==> src/rtl/mem_port_pkg.sv <==
`default_nettype none
// +------------------------------------------------------------------------+
// | mem_port_pkg : clear-FSM state type and segment mask/truncation helpers |
// | Revision 1.0                                                           |
// +------------------------------------------------------------------------+
package mem_port_pkg;

  localparam int MAX_W = 64;

  typedef enum logic [0:0] {
    IDLE  = 1'b0,
    CLEAR = 1'b1
  } clr_state_e;

  // Callers size-cast the result down to their own word width.
  function automatic logic [MAX_W-1:0] seg_mask(input int base, input int seg_w, input int data_w);
    logic [MAX_W-1:0] m;
    m = '0;
    for (int i = 0; i < MAX_W; i++)
      m[i] = (i >= base) && (i < base + seg_w) && (i < data_w);
    return m;
  endfunction

  function automatic logic seg_trunc(input int base, input int seg_w, input int data_w);
    return (base + seg_w) > data_w;
  endfunction

endpackage
`default_nettype wire

==> src/rtl/mem_multiport_segwr_rd_port.sv <==
`default_nettype none
// +------------------------------------------------------------------------+
// | mem_rd_port : one registered read port with optional write bypass      |
// | Revision 1.0                                                           |
// +------------------------------------------------------------------------+
module mem_rd_port #(
  parameter int DATA_W = 8,
  parameter int DEPTH  = 16,
  parameter int ADDR_W = 4
) (
  input  logic              clk,
  input  logic              rst_n,
  input  logic              en,
  input  logic [ADDR_W-1:0] addr,
  input  logic [DATA_W-1:0] word,
  input  logic [DATA_W-1:0] byp_word,
  input  logic              byp_hit,
  output logic [DATA_W-1:0] data,
  output logic              valid
);

  localparam logic [ADDR_W:0] DEPTH_V = (ADDR_W+1)'(DEPTH);

  always_ff @(posedge clk or negedge rst_n) begin
    if (!rst_n) begin
      data  <= '0;
      valid <= 1'b0;
    end else begin
      valid <= en;
      if (en) begin
        if ({1'b0, addr} >= DEPTH_V)
          data <= '0;
        else if (byp_hit)
          data <= byp_word;
        else
          data <= word;
      end
    end
  end

endmodule
`default_nettype wire

==> src/rtl/mem_multiport_segwr.sv <==
`default_nettype none
// +------------------------------------------------------------------------+
// | mem_multiport_segwr : segment-write memory, N read ports, clear engine |
// | Revision 1.0                                                           |
// +------------------------------------------------------------------------+
module mem_multiport_segwr
  import mem_port_pkg::*;
#(
  parameter int DATA_W  = 8,
  parameter int DEPTH   = 16,
  parameter int ADDR_W  = $clog2(DEPTH),
  parameter int BASE_W  = $clog2(DATA_W),
  parameter int SEG_W   = 4,
  parameter int NUM_RD  = 2,
  parameter int RDW_NEW = 0
) (
  input  logic                     clk,
  input  logic                     rst_n,
  input  logic                     wr_en,
  input  logic [ADDR_W-1:0]        wr_addr,
  input  logic [BASE_W-1:0]        wr_base,
  input  logic [SEG_W-1:0]         wr_data,
  input  logic [NUM_RD-1:0]        rd_en,
  input  logic [NUM_RD*ADDR_W-1:0] rd_addr,
  output logic [NUM_RD*DATA_W-1:0] rd_data,
  output logic [NUM_RD-1:0]        rd_valid,
  input  logic                     clr_start,
  output logic                     busy,
  output logic                     wr_drop,
  output logic                     wr_trunc
);

  localparam logic [ADDR_W:0]   DEPTH_V = (ADDR_W+1)'(DEPTH);
  localparam logic [ADDR_W-1:0] LAST    = ADDR_W'(DEPTH-1);

  logic [DATA_W-1:0] mem [DEPTH];
  clr_state_e        state;
  logic [ADDR_W-1:0] clr_cnt;

  logic              wr_in_range;
  logic              wr_ok;
  logic [DATA_W-1:0] mask;
  logic [DATA_W-1:0] data_sh;
  logic [DATA_W-1:0] merged;
  logic              port_we;
  logic [ADDR_W-1:0] port_addr;
  logic [DATA_W-1:0] port_word;

  // Single array write port, shared by the clear sweep and user writes.
  always_comb begin
    wr_in_range = {1'b0, wr_addr} < DEPTH_V;
    wr_ok       = (state == IDLE) && wr_en && wr_in_range;
    mask        = DATA_W'(seg_mask(int'(wr_base), SEG_W, DATA_W));
    data_sh     = DATA_W'(MAX_W'(wr_data) << wr_base);
    merged      = wr_in_range ? ((mem[wr_addr] & ~mask) | (data_sh & mask)) : '0;
    port_we     = (state == CLEAR) || wr_ok;
    port_addr   = (state == CLEAR) ? clr_cnt : wr_addr;
    port_word   = (state == CLEAR) ? '0 : merged;
  end

  always_ff @(posedge clk) begin
    if (port_we)
      mem[port_addr] <= port_word;
  end

  always_ff @(posedge clk or negedge rst_n) begin
    if (!rst_n) begin
      state    <= IDLE;
      clr_cnt  <= '0;
      busy     <= 1'b0;
      wr_drop  <= 1'b0;
      wr_trunc <= 1'b0;
    end else begin
      wr_drop  <= wr_en && ((state == CLEAR) || !wr_in_range);
      wr_trunc <= wr_ok && seg_trunc(int'(wr_base), SEG_W, DATA_W);
      case (state)
        IDLE: begin
          if (clr_start) begin
            state   <= CLEAR;
            clr_cnt <= '0;
            busy    <= 1'b1;
          end
        end
        CLEAR: begin
          clr_cnt <= clr_cnt + ADDR_W'(1);
          if (clr_cnt == LAST) begin
            state <= IDLE;
            busy  <= 1'b0;
          end
        end
        default: state <= IDLE;
      endcase
    end
  end

  for (genvar g = 0; g < NUM_RD; g++) begin : g_rd
    logic [ADDR_W-1:0] addr_g;
    logic              hit_g;

    assign addr_g = rd_addr[g*ADDR_W +: ADDR_W];
    assign hit_g  = (RDW_NEW != 0) && port_we && (addr_g == port_addr);

    mem_rd_port #(
      .DATA_W (DATA_W),
      .DEPTH  (DEPTH),
      .ADDR_W (ADDR_W)
    ) u_rd (
      .clk      (clk),
      .rst_n    (rst_n),
      .en       (rd_en[g]),
      .addr     (addr_g),
      .word     (mem[addr_g]),
      .byp_word (port_word),
      .byp_hit  (hit_g),
      .data     (rd_data[g*DATA_W +: DATA_W]),
      .valid    (rd_valid[g])
    );
  end

endmodule
`default_nettype wire
==> config.mk <==
export PLATFORM = sky130hd
export DESIGN_NAME = mem_multiport_segwr
export DESIGN_NICKNAME = d
export VERILOG_FILES = /design/src/rtl/mem_port_pkg.sv /design/src/rtl/mem_multiport_segwr_rd_port.sv /design/src/rtl/mem_multiport_segwr.sv
export SDC_FILE = /design/constraint.sdc
export NUM_CORES = 1
export LEC_CHECK = 0
export ABC_AREA = 1
export BUFFER_PORTS_ARGS = -buffer_cell sky130_fd_sc_hd__clkbuf_2
export CAP_MARGIN = 20
export CORE_ASPECT_RATIO = 1.2
export CORE_MARGIN = 2
export CORE_UTILIZATION = 58
export CTS_BUF_LIST = sky130_fd_sc_hd__clkbuf_4 sky130_fd_sc_hd__clkbuf_8
export CTS_CLUSTER_SIZE = 14
export DETAILED_ROUTE_END_ITERATION = 7
export PLACE_DENSITY = 0.79
export SYNTH_ARGS = -nofsm -noshare
export SYNTH_HDL_FRONTEND = slang
export SYNTH_SLANG_ARGS = --single-unit
==> constraint.sdc <==
create_clock -name clk -period 1.69 [get_ports clk]
set_input_delay 0.2535 -clock clk [delete_from_list [all_inputs] [get_ports clk]]
set_output_delay 0.2535 -clock clk [all_outputs]
set_load 0.03 [all_outputs]
==> results.md <==
- Minimum clock period: 1.67 ns
- DR WL/cell: 19.4 microns
- Maxcap violations: 0
- CP arrival: 1.84 ns
- FFs w/ async S/R, synth: 16.9%
- Syn avg cell area: 7.64 sq um
- CP Buf/Inv Count: 2
- Synth unique cells: 23
- Synth Instances: 1181
- Total Wirelength: 28.8 mm
- Pre-Repair DR Iteration Count: 6
- Largest net degree at the start of global routing: 58
- Type of the most critical hold path: in -> reg
- Post-Syn Area: 0.00903 sq mm
- Port bufs: 45
- CP most frequent cell: nor2_1
- Delay-heaviest family, CP: simple AND/OR/NAND/NOR gates
- P&R area growth vs syn: 16.9%
- Ys flop type: edfxtp_1
- Number of synthesized flops with an enable pin: 128
- Post-synth top area cell: edfxtp_1
- CTS Sinks: 154
- Longest Clk Path Bufs: 2
- Initial Util: 59.8%
- Final Non-Filler Cells: 1483
- # fillers: 1177
- Synthesized Nets: 1207
- Crit end category: flip-flop
- H-tree depth reported by CTS: 4
- Hold violation count in the final report: 0
- Final Max Tran Viols: 0
- Share of the synthesized area in the top cell type: 42.6%
- PwrDens: 1250 mW/mm^2
- HPWL Detailed: 20.1 mm
- DRT antenna net count: 0
- Die W: 118 microns
- Status: finished clean
- Routability cong.: 0.946
- R2r endpoint: mem[11][1]
- Design area: 0.0105 sq mm
- Hold path start: clr_start
- Setup TNS: 0 ns
- Cell at the slowest stage of the critical path: dfrtp_1
- Most frequent cells in the layout: nand2_1, nand3_1, edfxtp_1
- Total I/O pin count: 46
- Kind of critical path: reg -> reg
- Peak Freq: 0.600 GHz
- Max incr delay on CP: 0.40 ns
- Via count: 9075
- Initial DRC count: 1632
- Worst-path clk slew: 0.09 ns
- Final Cycle Share: 98.6%
- Hold Path Stages: 4
- Antenna violations before repair: 0
- Share of layout cells above drive strength 1: 16.4%
- R2R cell count: 6
- Max Clock Skew: 0.0193 ns
- Fin nets: 1292
- Grt total ovfl: 0
- Yosys warnings: 0
- Core ar.: 0.0151 sq mm
- Hold_ws: 0.0511 ns
- Clk_lat worst skew: 0.48 ns
- Rows: 49
- Crit-path cells: inv_1 -> nor2_1 -> a21oi_2 -> nand3_2 -> nor2_1 -> buf_6
- Placed cell count: 1442
- Worst Max-Slew Pin Slew: 0.709 ns
- Relative slew slack: 52.7%
- Vias in the first global route: 8004
- CP startpoint kind: flip-flop
- Static leakage: 4.67 nW
- RR Startpoint: state
- VDD IR max: 1.18 mV
- Final setup viols: 0
- GRT Resource Usage Total: 34.8%
- Final WS setup: 0.0238 ns
- Placed Area: 0.00997 sq mm
- Num CTS Buffers: 17
- Sequential area share after synthesis: 49.8%
- Sequential cell area: 0.00449 sq mm
- Worst Hold Path EP: clr_cnt[1]
- Commonest non-fill, non-tap cell in the layout: nand2_1
- CP required: 1.87 ns
- Reg2reg setup slack: 0.02 ns
- DRC: 0
- DP Worst Slack: -0.193 ns
- Clock root cell: clkbuf_8
- RSZ-0062 raised after global routing: yes
- CTS tree: done
- Synth area leaders: edfxtp_1, nand2_1, nand3_1, dfrtp_1, nor2_1
- Via/cell ratio: 6.12
- Die Ht: 141 microns
- Crit-path max FO: 8
- Area of the multi-input gates: 0.00393 sq mm
- Diodes inserted: 0
- Yosys reg bits: 154
- Global-route wire length before repair: 44.1 mm
- Total Die Area: 0.0166 sq mm
worst reg2reg max path, stage by stage, from the launching register on:
cell and delay (ns):
dfrtp_1 0.40, inv_1 0.15, nor2_1 0.08, a21oi_2 0.21, nand3_2 0.18, nor2_1 0.17
buf_6 0.18
per-layer routing:
layer  GRT usage [%]  vias up  share of wire, %
li1                -     4112                 -
met1            48.1     4095                36
met2            54.0      745                45
met3            7.00      123                15
met4            14.7        0               4.5
met5               0        -                 0
where the power goes:
part           switching [mW]  internal (mW)
clock network            1.51           1.19
logic                    2.84           1.55
registers               0.812           5.32
total                    5.17           8.06
area by class of cell:
cell class | instances | area share [%]
clock buffers | 17 | 2.22
clock inverters | 15 | 1.33
inverters | 60 | 2.13
multi-input cells | 884 | 37.3
flip-flops and latches | 154 | 42.6
well taps | 204 | 2.42
repair buffers | 149 | 12.0
cells in the mapped netlist, types with 3 or more instances:
cell	number
a21oi_1	28
a31oi_1	15
buf_1	4
buf_2	42
buf_4	8
buf_6	9
clkbuf_1	20
dfrtp_1	26
edfxtp_1	128
inv_1	56
inv_2	4
nand2_1	427
nand3_1	265
nor2_1	81
o211ai_1	4
o21ai_0	50
o21ai_1	3
or2_2	6
per-stage QoR:
step           utilization, %  power, mW
2_1_floorplan               -       8.19
3_3_place_gp             66.1       9.94
3_5_place_dp             66.1       10.1
4_1_cts                  68.8       12.7
5_1_grt                  69.9       13.8
6_report                 69.9       13.2
state kept, by name, summed over array words and instances, names as in the netlist:
signal           flops
mem                128
g_rd.u_rd.data      16
g_rd.u_rd.valid      2
state                1
clr_cnt              4
wr_drop              1
busy                 1
wr_trunc             1
how the worst max path moves through the flow:
stage                           from    endpoint  slack [ns]  cells past startpoint
after floorplan                state   mem[5][0]       -0.06                      6
after global placement    wr_addr[0]   mem[7][6]       -0.15                      9
after detailed placement  wr_addr[0]   mem[3][6]       -0.19                      9
after CTS                  mem[3][6]  mem[13][6]        0.02                      8
after global routing           state  mem[15][2]       -0.07                      6
final                          state  mem[11][1]        0.02                      6
kinds of logic after synthesis:
kind of cell | after synthesis | share of synthesized area, %
flops | 154 | 49.8
simple gates | 779 | 36.2
fa+ha+maj | 1 | 0.139
compound gates | 104 | 6.22
buf+inv | 143 | 7.61
timing repair:
item | in CTS | in global routing
pin swaps | 0 | 2
setup buffers | 0 | 7
hold buffers | 2 | 0
setup endpoints to repair | 39 | 185
endpoints found under the hold margin | 28 | 0
gates resized for setup | 3 | 34
cloned | 0 | 0
No activity file was read; power rests on OpenSTA's default activity.
